$ cat src/rtl/sdram_arb_pkg.sv
// sdram_arb_pkg: shared types and helpers for the SDRAM host-port arbiter
package sdram_arb_pkg;
  typedef enum logic [1:0] {IDLE, ISSUE, WAIT, GAP} arb_state_t;
  localparam int LEN_W = 8;
  function automatic int rr_wrap(input int i, input int n);
    return i % n;
  endfunction
endpackage

$ cat src/rtl/sdram_port_arbiter_rr_pick.sv
// rr_pick: combinational round-robin picker, first requester after last
module rr_pick
  import sdram_arb_pkg::*;
#(
  parameter int N = 4
) (
  input  logic [N-1:0]                        req,
  input  logic [(N > 1 ? $clog2(N) : 1)-1:0] last,
  output logic                                valid,
  output logic [(N > 1 ? $clog2(N) : 1)-1:0] idx
);
  localparam int IW = N > 1 ? $clog2(N) : 1;
  assign valid = |req;
  // Scan from farthest to nearest so the nearest requester after last wins
  always_comb begin
    idx = '0;
    for (int i = N; i >= 1; i--)
      if (req[rr_wrap(int'(last) + i, N)]) idx = IW'(rr_wrap(int'(last) + i, N));
  end
endmodule

$ cat src/rtl/sdram_port_arbiter.sv
// sdram_port_arbiter: round-robin sharing of the SDRAM controller host port
module sdram_port_arbiter
  import sdram_arb_pkg::*;
#(
  parameter int NPORTS  = 4,
  parameter int ASIZE   = 23,
  parameter int DSIZE   = 16,
  parameter int TIMEOUT = 1023
) (
  input  logic                      CLK,
  input  logic                      RESET_N,
  input  logic [NPORTS-1:0]         P_REQ,
  input  logic [NPORTS-1:0]         P_WR,
  input  logic [NPORTS*ASIZE-1:0]   P_ADDR,
  input  logic [NPORTS*LEN_W-1:0]   P_LEN,
  input  logic [NPORTS*DSIZE-1:0]   P_WDATA,
  output logic [NPORTS-1:0]         P_GNT,
  output logic [NPORTS-1:0]         P_WREQ,
  output logic [NPORTS-1:0]         P_RVALID,
  output logic [DSIZE-1:0]          P_RDATA,
  output logic [NPORTS-1:0]         P_DONE,
  output logic                      ERR,
  output logic [ASIZE-1:0]          C_ADDR,
  output logic [LEN_W-1:0]          C_LENGTH,
  output logic                      C_WR,
  output logic                      C_RD,
  output logic [DSIZE-1:0]          C_DATAIN,
  input  logic                      C_DONE,
  input  logic                      C_IN_REQ,
  input  logic                      C_OUT_VALID,
  input  logic [DSIZE-1:0]          C_DATAOUT
);
  localparam int IW = $clog2(NPORTS);
  localparam int CW = $clog2(TIMEOUT + 1);
  localparam logic [NPORTS-1:0] ONE = NPORTS'(1);
  arb_state_t state, state_nx;
  logic [IW-1:0] g, last, pick_i;
  logic pick_v, wr, active, timeout;
  logic [CW-1:0] cnt;
  logic [NPORTS-1:0] sel;
  rr_pick #(.N(NPORTS)) u_pick (.req(P_REQ), .last(last), .valid(pick_v), .idx(pick_i));
  assign sel      = ONE << g;
  assign active   = state == ISSUE || state == WAIT;
  assign timeout  = cnt == CW'(TIMEOUT);
  assign P_WREQ   = active && wr && C_IN_REQ ? sel : '0;
  assign P_RVALID = active && !wr && C_OUT_VALID ? sel : '0;
  assign C_DATAIN = active ? P_WDATA[int'(g)*DSIZE +: DSIZE] : '0;
  assign P_RDATA  = C_DATAOUT;
  always_comb begin
    state_nx = state;
    case (state)
      IDLE:    if (pick_v) state_nx = P_LEN[int'(pick_i)*LEN_W +: LEN_W] == '0 ? GAP : ISSUE;
      ISSUE:   state_nx = WAIT;
      WAIT:    if (C_DONE || timeout) state_nx = GAP;
      default: state_nx = IDLE;
    endcase
  end
  always_ff @(posedge CLK or negedge RESET_N) begin
    if (!RESET_N) begin
      state    <= IDLE;
      g        <= '0;
      last     <= IW'(NPORTS - 1);
      wr       <= 1'b0;
      cnt      <= '0;
      C_ADDR   <= '0;
      C_LENGTH <= '0;
      C_WR     <= 1'b0;
      C_RD     <= 1'b0;
      P_GNT    <= '0;
      P_DONE   <= '0;
      ERR      <= 1'b0;
    end else begin
      state  <= state_nx;
      P_GNT  <= '0;
      P_DONE <= '0;
      if (state == IDLE && pick_v) begin
        g        <= pick_i;
        last     <= pick_i;
        wr       <= P_WR[pick_i];
        C_ADDR   <= P_ADDR[int'(pick_i)*ASIZE +: ASIZE];
        C_LENGTH <= P_LEN[int'(pick_i)*LEN_W +: LEN_W];
        P_GNT    <= ONE << pick_i;
      end
      // The counter runs from ISSUE so a timeout drops the command TIMEOUT+1 cycles after ISSUE
      if (state == IDLE) cnt <= '0;
      else if (active && !timeout) cnt <= cnt + 1'b1;
      C_WR <= state_nx == WAIT && wr;
      C_RD <= state_nx == WAIT && !wr;
      if (state == WAIT && C_DONE) P_DONE <= sel;
      if (state == GAP && C_LENGTH == '0) P_DONE <= sel;
      if (state == WAIT && !C_DONE && timeout) ERR <= 1'b1;
    end
  end
endmodule

$ cat config.mk
export PLATFORM = sky130hd
export DESIGN_NAME = sdram_port_arbiter
export DESIGN_NICKNAME = d
export VERILOG_FILES = /design/src/rtl/sdram_arb_pkg.sv /design/src/rtl/sdram_port_arbiter_rr_pick.sv /design/src/rtl/sdram_port_arbiter.sv
export SDC_FILE = /design/constraint.sdc
export NUM_CORES = 1
export LEC_CHECK = 0
export CORE_AREA = 2 2 117 119
export DETAILED_ROUTE_END_ITERATION = 10
export DIE_AREA = 0 0 119 121
export GPL_TIMING_DRIVEN = 0
export PLACE_DENSITY = 0.74
export SLEW_MARGIN = 20
export SYNTH_ARGS = -nofsm -noshare
export SYNTH_HDL_FRONTEND = slang
export SYNTH_SLANG_ARGS = --single-unit
$ cat constraint.sdc
create_clock -name CLK -period 3.8 [get_ports CLK]
set_input_delay 0.76 -clock CLK [delete_from_list [all_inputs] [get_ports CLK]]
set_output_delay 0.76 -clock CLK [all_outputs]
set_load 0.05 [all_outputs]
==> results.toml, run 1 <==
[sta]
slew_violations = 0
max_slew.worst_pin.slew_ns = 0.607
hold_viol = 0
fin_tns_setup_ns = 0
fin_crit_ns = 3.52
final-setup-viol-count = 0
fmax_ghz = 0.284
maxSlewHeadroom_pct = 59.5
rsz0062_at_grt = "false"
timing.final.crit_share_pct = 92.6
finClkSkew_ns = 0.00923

[setup_path]
path_cells = "buf_2 -> buf_2 -> clkbuf_1 -> or3b_1 -> nor2_1 -> clkdlybuf4s50_1"
end_kind = "primary output"
worstPathArrival_ns = 2.76
critPathTopFamily = "buffers and inverters"
crit_path_max_fanout = 10
start_kind = "flop"
slowest_delay_ns = 0.81
crit_top_cell = "buf_2"
worst-path-buf-inv = 4
critPathKind = "reg -> out"
slowest_stage = "clkdlybuf4s50_1"
worstPathRequired_ns = 3.04

[die]
die_w_um = 119
fp.coreArea_um2 = 13100
start_util_pct = 31.5
die_h_um = 121
rows = 42
io_pins = 299
die_area_um2 = 14400

[global_routing]
gr-usage-met1_pct = 23.6
antenna_found_initial = 0
grt_pass1_vias = 4608
use_met2_pct = 38.6
busiest_layer = "met2"
grt_max_degree = 47
use_met3_pct = 6.16
grt_pass1_wl_um = 23700
grt_util_all_layers_pct = 21.0
grt_overflow = 0

[synth]
synthArstFlopShare_pct = 100
synth_edf_count = 0
synthDistinctLibCells = 43
synthFlopType = "dfrtp_1"
yosys_warnings = 0
ys_seq_elements = 59
syn_area_um2 = 4120
synth_top_area_cell = "dfrtp_1"
ys_top_cells_by_area = "dfrtp_1 (35%), mux2i_1 (12%), mux4_2 (8.7%), nand2_1 (8.0%), o21ai_1 (5.8%)"
yosysSeqAreaShare_pct = 35.9
syn_inst = 437
synth_top_area_share_pct = 34.6
syn-num-nets = 658
avgSynthCellArea_um2 = 9.43

[detailed_routing]
vias_per_cell = 4.75
drt_iter0_markers = 101
dr.pass1.iters = 4
wl_per_cell_um = 16.9
routed_wl_um = 15400
antenna_left = 0
drcViolationCount = 0
vias = 4328

[worst_hold_path]
hp-class = "in -> async"

[cts]
cts-root-buf = "clkbuf_16"
cts_tree = "built"
cts_hold_buf = 0
clk_path_buf_depth = 2
cts_num_sinks = 59
cts_max_level = 3
cts_buffers = 9
clk_pin_slew_ns = 0.06
worstSkewPairLatency_ns = 0.33

[run_status]
status = "finished clean"

[placement]
gp_congestion = 0.846
io_buffer_count = 282
dpl.hpwl_um = 12700

[job]
cap_violations = 0

[layout]
diodes = 0
layout-drive-gt1-share_pct = 11.3
syn_to_final_growth_pct = 81.8
n_fill_cell = 1152
fin_nets = 951

[power_and_ir_drop]
powerDensity_nw_per_um2 = 789
ir_drop_mv = 0.346
power.leakage_nw = 3.18
power_mw = 5.91
## sequential cells by signal, indices dropped and copies added, names as in the netlist
register	cells
C_ADDR	23
cnt	10
C_LENGTH	8
P_DONE	4
P_GNT	4
g	2
last	2
state	2
C_RD	1
C_WR	1
ERR	1
wr	1
## routing by layer
metal	share of wire (%)	vias up
met5	0	-
met4	1.6	0
met3	7.7	16
met2	52	192
met1	39	2024
li1	-	2096
## Yosys cell counts, types with 3 or more instances
cell       n
xor2_1     7
nand2_1   88
and2_1    17
mux2_2    20
nor2b_1    3
buf_2      3
dfrtp_1   57
nor3_1     5
nand2b_1   4
o21ai_1   48
buf_4     20
inv_1      4
mux4_2    16
a21oi_1    5
nor4_1     3
mux2_1     4
ha_1       4
nor2_1    27
clkbuf_1  20
mux2i_1   50
and3_1     4
## logic make-up (layout without fill, tap and decap cells)
| kind of cell | after synthesis | after routing | share of synthesized area (%) |
|---|---|---|---|
| AO/OA/AOI/OAI | 63 | 63 | 8.99 |
| XOR/XNOR | 8 | 8 | 1.70 |
| adder cells (fa/ha/maj) | 4 | 4 | 1.21 |
| buffers and inverters | 49 | 347 | 6.65 |
| flip-flops | 59 | 59 | 35.9 |
| multiplexers | 90 | 90 | 27.5 |
| AND/OR/NAND/NOR | 164 | 164 | 18.1 |
## where the power goes
group	internal [mW]	leakage (nW)	switching (mW)	total [mW]
clock network	0.524	0.137	0.300	0.823
registers	0.890	0.745	0.172	1.06
logic	1.53	2.30	2.50	4.03
## metrics by stage
stage / instance area, um^2 / utilization [%] / setup WS (ns) / hold slack [ns] / cells
CTS: 7490 / 57.3 / 0.118 / 0.290 / 912
global route: 7490 / 57.2 / 0.0826 / 0.295 / 911
detailed placement: 7190 / 54.9 / 0.426 / 0.477 / 896
floorplan: 4120 / - / 0.883 / 0.464 / 437
finish: 7490 / 57.2 / 0.282 / 0.290 / 911
global placement: 7160 / 54.7 / 0.136 / 0.465 / 895
## repair_timing
action                                 CTS  global route
endpoints found under the hold margin    0             0
setup endpoints to repair                0             8
resized for setup                        0             1
setup buffers                            0             0
## final cells by class
type / instances / area [um^2] / area share [%]
clock buffers: 10 / 239 / 3.19
well taps: 176 / 220 / 2.94
multi-input cells: 329 / 2370 / 31.6
repair buffers: 283 / 2850 / 38.0
plain buffers: 44 / 255 / 3.41
clock inverters: 6 / 65.1 / 0.869
inverters: 4 / 15.0 / 0.200
flip-flops and latches: 59 / 1480 / 19.7
## cells in the final DEF, fill, tap and decap left out, drive strengths merged, types with 3 or more instances in the layout
master         instances
clkinvlp               4
a21oi                  5
mux2i                 50
ha                     4
and3                   4
nand2b                 4
o21ai                 49
clkbuf                29
nor2                  27
buf                   27
nor2b                  3
nor4                   3
xor2                   7
clkdlybuf4s50        280
and2                  17
nor3                   5
dfrtp                 57
inv                    4
mux4                  16
nand2                 88
mux2                  24
## final timing paths
kind | start | end | slack (ns) | depth (start not counted)
min reg2reg | C_ADDR[20]$_DFFE_PN0P_ | C_ADDR[20]$_DFFE_PN0P_ | 0.49 | 2
min | RESET_N | P_DONE[1]$_DFF_PN0_ | 0.29 | 1
max reg2reg | last[1]$_DFFE_PN1P_ | state[1]$_DFF_PN0_ | 1.20 | 8
min in group CLK | C_ADDR[20]$_DFFE_PN0P_ | C_ADDR[20]$_DFFE_PN0P_ | 0.49 | 2
max in group asynchronous | RESET_N | C_ADDR[22]$_DFFE_PN0P_ | 3.02 | 2
max | g[0]$_DFFE_PN0P_ | P_RVALID[0] | 0.28 | 6
## worst register-to-register path, cell delays in order (launching register included)
cell and delay, ns:
dfstp_2 0.58, nand3b_1 0.10, a31oi_2 0.41, buf_4 0.32, mux2i_1 0.23, mux2i_1 0.15, nor4_1 0.40, o2111ai_1 0.17
a21oi_1 0.17
Power figures use the tool's default switching activity.
==> inputs of run 2 (changes only) <==
--- a/config.mk
+++ b/config.mk
@@ -9,7 +9,7 @@
 export DETAILED_ROUTE_END_ITERATION = 10
 export DIE_AREA = 0 0 119 121
 export GPL_TIMING_DRIVEN = 0
-export PLACE_DENSITY = 0.74
+export PLACE_DENSITY = 0.73
 export SLEW_MARGIN = 20
 export SYNTH_ARGS = -nofsm -noshare
 export SYNTH_HDL_FRONTEND = slang
==> results.toml, run 2 (synthesis results as in run 1) <==
[layout]
diodes = 0
layout-drive-gt1-share_pct = 11.3
fin_util_pct = 57.6
top_register = "C_ADDR"
n_fill_cell = 1130
largest_reg_flops = 23
final_cell_mix = "clkdlybuf4s50_1 (280), nand2_1 (88), dfrtp_1 (57)"
largestRegisters = "C_ADDR: 23 flops, cnt: 10 flops, C_LENGTH: 8 flops"
fin_nets = 952
fin_cells = 912
syn_to_final_growth_pct = 82.9
final_common_cell = "clkdlybuf4s50_1"

[setup_path]
cp-startpoint = "g[0]$_DFFE_PN0P_"
worstRegToRegCells = 8
r2r_slack_ns = 1.24
worstPathArrival_ns = 2.81
crit_path_max_fanout = 10
r2r-start = "last[1]$_DFFE_PN1P_"
path_cells = "buf_2 -> buf_2 -> clkbuf_1 -> nand3_1 -> nor2_1 -> clkdlybuf4s50_1"
slowest_stage = "clkdlybuf4s50_1"
timing.rr.end = "state[1]$_DFF_PN0_"
start_kind = "flop"
critPathKind = "reg -> out"
crit_top_cell = "buf_2"
slowest_delay_ns = 0.81
worstPathRequired_ns = 3.04
end_kind = "primary output"

[placement]
io_buffer_count = 282
dpl.hpwl_um = 12700
dpl.cell_count = 896
gp_congestion = 0.905

[sta]
fin_crit_ns = 3.57
rsz0062_at_grt = "false"
fin_tns_setup_ns = 0
fmax_ghz = 0.280
slew_violations = 0
hold_viol = 0
maxSlewHeadroom_pct = 57.7
finClkSkew_ns = 0.00710
final-setup-viol-count = 0
max_slew.worst_pin.slew_ns = 0.635
timing.final.crit_share_pct = 93.9

[global_routing]
grt_pass1_wl_um = 23700
grt_util_all_layers_pct = 21.0
grt_overflow = 0
grt_max_degree = 36
antenna_found_initial = 0
grt_pass1_vias = 4598

[detailed_routing]
dr.pass1.iters = 4
vias = 4335
vias_per_cell = 4.75
drt_iter0_markers = 167
drcViolationCount = 0
antenna_left = 0
wl_per_cell_um = 16.8
routed_wl_um = 15300

[run_status]
status = "finished clean"

[cts]
cts_tree = "built"
cts-root-buf = "clkbuf_16"
cts_buffers = 9
worstSkewPairLatency_ns = 0.32
clk_pin_slew_ns = 0.06
clk_path_buf_depth = 2
cts_num_sinks = 59
cts_max_level = 3

[worst_hold_path]
hp-class = "in -> async"

[die]
die_h_um = 121
start_util_pct = 31.5
fp.coreArea_um2 = 13100
io_pins = 299
rows = 42
die_area_um2 = 14400
die_w_um = 119

[power_and_ir_drop]
power_mw = 6.03
ir_drop_mv = 0.423
powerDensity_nw_per_um2 = 800
power.leakage_nw = 3.21

[job]
cap_violations = 0
==> run 2: cell count changes in the layout (fill, tap and decap cells not counted), sizes merged <==
| cell | before | now |
|---|---|---|
| clkbuf | 29 | 30 |
| clkinv | 1 | 0 |
| bufinv | 1 | 3 |
| clkinvlp | 4 | 3 |
==> run 2: power by group <==
group | switching (mW) | internal, mW | leakage (nW)
Sequential | 0.172 | 0.890 | 0.745
Clock | 0.295 | 0.658 | 0.161
Combinational | 2.49 | 1.53 | 2.30
==> run 2: per-layer routing <==
metal	share of wire (%)	vias up	global-route usage [%]	wire length, um
met5	0	-	0	0
met4	2.1	0	6.18	322
met3	9.0	22	6.72	1380
met2	50	222	38.4	7710
met1	38	1991	23.2	5880
li1	-	2100	-	-
==> run 2: what timing repair did <==
item	in CTS	in global routing
hold buffers	0	0
endpoints found under the setup margin	0	1
buffers inserted	0	0
gates resized for setup	0	1
==> run 2: per-stage QoR <==
step	area, um^2	setup WS (ns)	hold slack (ns)
5_1_grt	7530	0.0286	0.358
2_1_floorplan	4120	0.883	0.464
4_1_cts	7530	0.173	0.344
3_5_place_dp	7180	0.449	0.475
6_report	7530	0.233	0.341
3_3_place_gp	7160	0.0672	0.468
==> run 2: final cells by class <==
| class | count | area [um^2] | share of cell area [%] |
|---|---|---|---|
| Buffer | 45 | 259 | 3.44 |
| Inverter | 4 | 15.0 | 0.199 |
| Clock inverter | 6 | 113 | 1.49 |
| Timing Repair Buffer | 283 | 2840 | 37.7 |
| Tap cell | 176 | 220 | 2.92 |
| Clock buffer | 10 | 239 | 3.17 |
| Multi-Input combinational cell | 329 | 2370 | 31.4 |
| Sequential cell | 59 | 1480 | 19.6 |
==> run 2: worst max-delay path by stage <==
stage	end	slack (ns)	cells after the start
6_report	P_WREQ[1]	0.23	6
5_1_grt	P_WREQ[1]	0.03	6
4_1_cts	P_WREQ[3]	0.17	6
3_5_place_dp	C_DATAIN[0]	0.45	4
3_3_place_gp	C_ADDR[13]$_DFFE_PN0P_	0.07	1
2_1_floorplan	P_WREQ[2]	0.88	5
==> run 2: critical path, delay by kind of cell, from the launching register on <==
family        cells  cell delay, ns
simple gates      2            0.31
flops             1            0.31
buf+inv           4            1.86
